## src/rtl/temporal_encoder.sv

```systemverilog
// temporal_encoder: converts a binary value into a single race-logic spike.
// The spike time within a gamma cycle encodes the value. A one-entry holding
// register decouples the producer from the gamma timeline. A value accepted in
// one gamma cycle becomes the active value at the next boundary.
module temporal_encoder #(
    parameter int GAMMA_CYCLE_WIDTH = 16,
    parameter int PULSE_WIDTH       = 8,
    parameter int VALUE_WIDTH       = $clog2(GAMMA_CYCLE_WIDTH) + 1,
    parameter int LEVEL_MODE        = 0
) (
    input  logic                   aclk,
    input  logic                   rst,
    input  logic                   in_valid,
    output logic                   in_ready,
    input  logic [VALUE_WIDTH-1:0] in_value,
    input  logic                   in_inf,
    output logic                   gamma_first,
    output logic                   q,
    output logic                   active_inf
);

    localparam int GW  = $clog2(GAMMA_CYCLE_WIDTH);
    localparam int PCW = $clog2(PULSE_WIDTH + 1);
    localparam logic [GW-1:0]        GCNT_LAST   = GW'(GAMMA_CYCLE_WIDTH - 1);
    localparam logic [PCW-1:0]       PCNT_MAX    = PCW'(PULSE_WIDTH);
    localparam logic [VALUE_WIDTH:0] VALUE_LIMIT = (VALUE_WIDTH + 1)'(GAMMA_CYCLE_WIDTH);

    // Registered state
    logic [GW-1:0]          gcnt_r;
    logic                   first_r;
    logic                   hold_valid_r;
    logic                   hold_inf_r;
    logic [VALUE_WIDTH-1:0] hold_val_r;
    logic                   act_inf_r;
    logic [VALUE_WIDTH-1:0] act_val_r;
    logic [PCW-1:0]         pcnt_r;
    logic                   q_r;

    // Combinational next-state values
    logic                   boundary_s;
    logic                   in_ready_s;
    logic                   xfer_s;
    logic                   cap_inf_s;
    logic [GW-1:0]          gcnt_n;
    logic                   hold_valid_n;
    logic                   act_inf_n;
    logic [VALUE_WIDTH-1:0] act_val_n;
    logic [PCW-1:0]         pcnt_base_s;
    logic                   room_s;
    logic [PCW-1:0]         pcnt_n;
    logic                   q_n;

    // Gamma counter, handshake and holding/active register next-state
    always_comb begin
        boundary_s   = (gcnt_r == GCNT_LAST);
        in_ready_s   = !rst && (!hold_valid_r || boundary_s);
        xfer_s       = in_valid && in_ready_s;
        // Values that cannot occur inside a gamma cycle mean "no spike"
        cap_inf_s    = in_inf || ({1'b0, in_value} >= VALUE_LIMIT);
        gcnt_n       = gcnt_r;
        act_inf_n    = act_inf_r;
        act_val_n    = act_val_r;
        hold_valid_n = hold_valid_r;
        if (boundary_s) begin
            gcnt_n = '0;
            if (hold_valid_r) begin
                act_inf_n = hold_inf_r;
                act_val_n = hold_val_r;
            end else begin
                act_inf_n = 1'b1;
                act_val_n = '0;
            end
        end else begin
            gcnt_n = gcnt_r + GW'(1);
        end
        // A transfer on the boundary refills hold after its old value moved to active
        if (xfer_s) begin
            hold_valid_n = 1'b1;
        end else if (boundary_s) begin
            hold_valid_n = 1'b0;
        end else begin
            hold_valid_n = hold_valid_r;
        end
    end

    // Spike shaping for the upcoming cycle; pulse counter restarts every gamma
    always_comb begin
        pcnt_base_s = (gcnt_n == '0) ? '0 : pcnt_r;
        room_s      = (pcnt_base_s < PCNT_MAX);
        if (act_inf_n) begin
            q_n = 1'b0;
        end else if (32'(gcnt_n) < 32'(act_val_n)) begin
            q_n = 1'b0;
        end else if (LEVEL_MODE != 0) begin
            q_n = 1'b1;
        end else begin
            q_n = room_s;
        end
        if (q_n && room_s) begin
            pcnt_n = pcnt_base_s + PCW'(1);
        end else begin
            pcnt_n = pcnt_base_s;
        end
    end

    // State and output registers with synchronous reset
    always_ff @(posedge aclk) begin
        if (rst) begin
            gcnt_r       <= '0;
            first_r      <= 1'b1;   // first post-reset cycle starts a gamma
            hold_valid_r <= 1'b0;
            hold_inf_r   <= 1'b1;
            hold_val_r   <= '0;
            act_inf_r    <= 1'b1;
            act_val_r    <= '0;
            pcnt_r       <= '0;
            q_r          <= 1'b0;
        end else begin
            gcnt_r       <= gcnt_n;
            first_r      <= (gcnt_n == '0);
            hold_valid_r <= hold_valid_n;
            act_inf_r    <= act_inf_n;
            act_val_r    <= act_val_n;
            pcnt_r       <= pcnt_n;
            q_r          <= q_n;
            if (xfer_s) begin
                hold_val_r <= in_value;
                hold_inf_r <= cap_inf_s;
            end
        end
    end

    assign in_ready    = in_ready_s;
    assign gamma_first = first_r && !rst;
    assign q           = q_r;
    assign active_inf  = act_inf_r;

endmodule

```

## config.mk

```make
export PLATFORM = sky130hd
export DESIGN_NAME = temporal_encoder
export DESIGN_NICKNAME = d
export VERILOG_FILES = /design/src/rtl/temporal_encoder.sv
export SDC_FILE = /design/constraint.sdc
export NUM_CORES = 1
export LEC_CHECK = 0
export ABC_CLOCK_PERIOD_IN_PS = 5150
export CORE_AREA = 2 2 47 49
export DETAILED_ROUTE_END_ITERATION = 7
export DIE_AREA = 0 0 49 51
export PLACE_DENSITY = 0.79
export SYNTH_ARGS = -nofsm -noshare
export SYNTH_HDL_FRONTEND = slang
export SYNTH_SLANG_ARGS = --single-unit
```

## constraint.sdc

```tcl
create_clock -name aclk -period 5.15 [get_ports aclk]
set_clock_uncertainty 0.15 [all_clocks]
set_input_delay 1.03 -clock aclk [delete_from_list [all_inputs] [get_ports aclk]]
set_output_delay 1.03 -clock aclk [all_outputs]
set_load 0.02 [all_outputs]
```

==> results.toml <==
[drt]
route.detailed.drc = 0
wl_met2_um = 895
met3_length_um = 58
wl_per_cell_um = 11.9
drt-total-wl_mm = 1.80
drt_pass1_iterations = 4
detail_route.iter0.violations = 8
wl_met1_um = 802
vias_per_cell = 5.23
top_layer_used = "met4"
ant_nets = 0
dr_total_vias = 790

[placement]
placed_cell_area_sq_um = 1220
place_inst = 147
dp_slack_ps = 1100
dp_hpwl_mm = 1.34
port_buffers = 12
place_congestion = 0.729

[layout]
drive_above_1_share_pct = 12.2
area_growth_pct = 14.6
layout.nets = 138
mostFrequentLayoutCells = "dfxtp_1, clkdlybuf4s50_1, a21oi_1"
final_common_cell = "dfxtp_1"
antenna_cells = 0
final_area_sq_um = 1250
finalNonFillerCells = 151

[yosys]
ys_types = 37
yosysSeqAreaShare_pct = 42.3
netlist_area_sq_um = 1090
synth_edf_count = 0
yosys_warnings = 0
synthArstFlopShare_pct = 0
synth-seq-cells = 23
yosys.area.top_type = "dfxtp_1"
syn_area_per_cell_sq_um = 9.81
synth_top_area_share_pct = 42.3
syn_inst = 111
ys.flop_type = "dfxtp_1"
synth_area_leaders = "dfxtp_1, ha_1, a21oi_1, mux2i_4, nand2b_1"
syn_nets = 125

[sta]
period_share_pct = 78.3
tns_ps = 0
max_slew_margin_pct = 46.0
rsz0062_at_grt = "false"
fin_crit_ps = 4030
max_freq_mhz = 248
report.final.slew_viol_count = 0
finalWorstSetupSlack_ps = 1120
setup_viol = 0
worst_pin_slew_ps = 807
hold_violations = 0

[die]
die_h_um = 51
start_util_pct = 52.8
rows = 17
ios = 13
dieArea_sq_um = 2500
die_w_um = 49
core_area_sq_um = 2060

[worst_hold_path]
hp-class = "flip-flop to flip-flop"

[pwr]
vdd_drop_max_v = 0.000202
swShare_pct = 24.6
cellPowerDensity_nw_per_um2 = 249
combPwrFrac_pct = 13.0
p_leak_nw = 0.478
intPower_w = 0.000234
p_seq_share_pct = 60.9
p_clk_share_pct = 26.1
power_w = 0.000310
power_switching_w = 0.0000763

[critical_path]
cp.arrival_ps = 2850
crit_path_end_kind = "output pin"
worstSetupPathType = "input pin to output pin"
worstPathMaxFanout = 26
crit_required_ps = 3970
startpoint_type = "input pin"

[global_route]
overflow = 0
grt_pass1_wl_mm = 3.24
grt_antenna_before_repair = 0
first_global_vias = 724
grt_usage_pct = 17.2
grt_max_degree = 27

[outcome]
status = "finished, final reports clean"

[clock_tree]
cts_tree = "done"
cts_sinks = 23
h-tree-depth = 1
clk-insertion-delay-late_ps = 310
cts_resized = 0
root_buffer = "clkbuf_4"
clkTransAtPathRegs_ps = 110
clockBufferDepth = 2
ctsHoldBuffers = 0
cts_made_buffers = 3
cts_setup_buffers = 0

[flow_run]
maxCapViolations = 0
## sequential cells by signal, indices dropped and copies added (netlist names)
name          flops
act_val_r         5
hold_val_r        5
gcnt_r            4
pcnt_r            4
active_inf        1
first_r           1
hold_inf_r        1
hold_valid_r      1
q                 1
## worst paths after layout
check	from	end	slack, ps	cells after the start
max	rst	in_ready	1120	3
min	hold_val_r[3]	hold_val_r[3]	320	2
max reg2reg	gcnt_r[0]	pcnt_r[0]	2120	9
min reg2reg	hold_val_r[3]	hold_val_r[3]	320	2
## power by group through the flow
stage | sequential (W) | clock [W] | combinational (W)
6_report | 0.000189 | 0.0000809 | 0.0000403
5_1_grt | 0.000190 | 0.0000897 | 0.0000448
4_1_cts | 0.000189 | 0.0000837 | 0.0000409
3_5_place_dp | 0.000193 | 0 | 0.0000404
3_3_place_gp | 0.000193 | 0 | 0.0000392
2_1_floorplan | 0.000191 | 0 | 0.0000282
## metal layers
metal | track usage, % | up-vias
met5 | 0 | -
met4 | 10.0 | 0
met3 | 1.75 | 5
met2 | 30.4 | 15
met1 | 20.4 | 359
li1 | - | 411
## final cells by class
type                    instances  area [sq um]
well taps                      28          35.0
repair buffers                 12           120
inverters                       3          11.3
clock inverters                 1          5.00
flip-flops and latches         23           460
fillers                       191           816
clock buffers                   3          22.5
multi-input cells              81           593
## metrics by stage
step	hold WS [ps]	util [%]
floorplan	282	-
global placement	291	59.1
detailed placement	300	59.1
CTS	319	60.5
global route	342	60.5
finish	319	60.5
## worst max-delay path, cell delays in order
cell	delay, ps
clkdlybuf4s50_1	830
a21oi_1	350
clkdlybuf4s50_1	650
## Yosys cell counts, types with 2 or more instances
master,number
nor3_1,3
and3_2,3
nand3_4,2
nand2b_1,6
nand2_1,8
nor2_1,8
ha_1,5
inv_1,3
a21oi_1,9
nor2b_1,6
nand3_1,3
and3_1,2
dfxtp_1,23
and2_1,3
clkbuf_1,2
o21ai_0,3
mux2i_4,2
## kinds of logic (layout without fill, tap and decap cells)
logic type / after synthesis / count (layout) / synth area share (%)
and+or+nand+nor: 50 / 50 / 27.5
DFF: 23 / 23 / 42.3
AOI/OAI and AO/OA: 21 / 21 / 14.0
buffers and inverters: 7 / 19 / 3.22
adders and majority gates: 5 / 5 / 5.75
muxes: 4 / 4 / 6.44
xor gates and xnor gates: 1 / 1 / 0.805
Power figures use the tool's default switching activity.
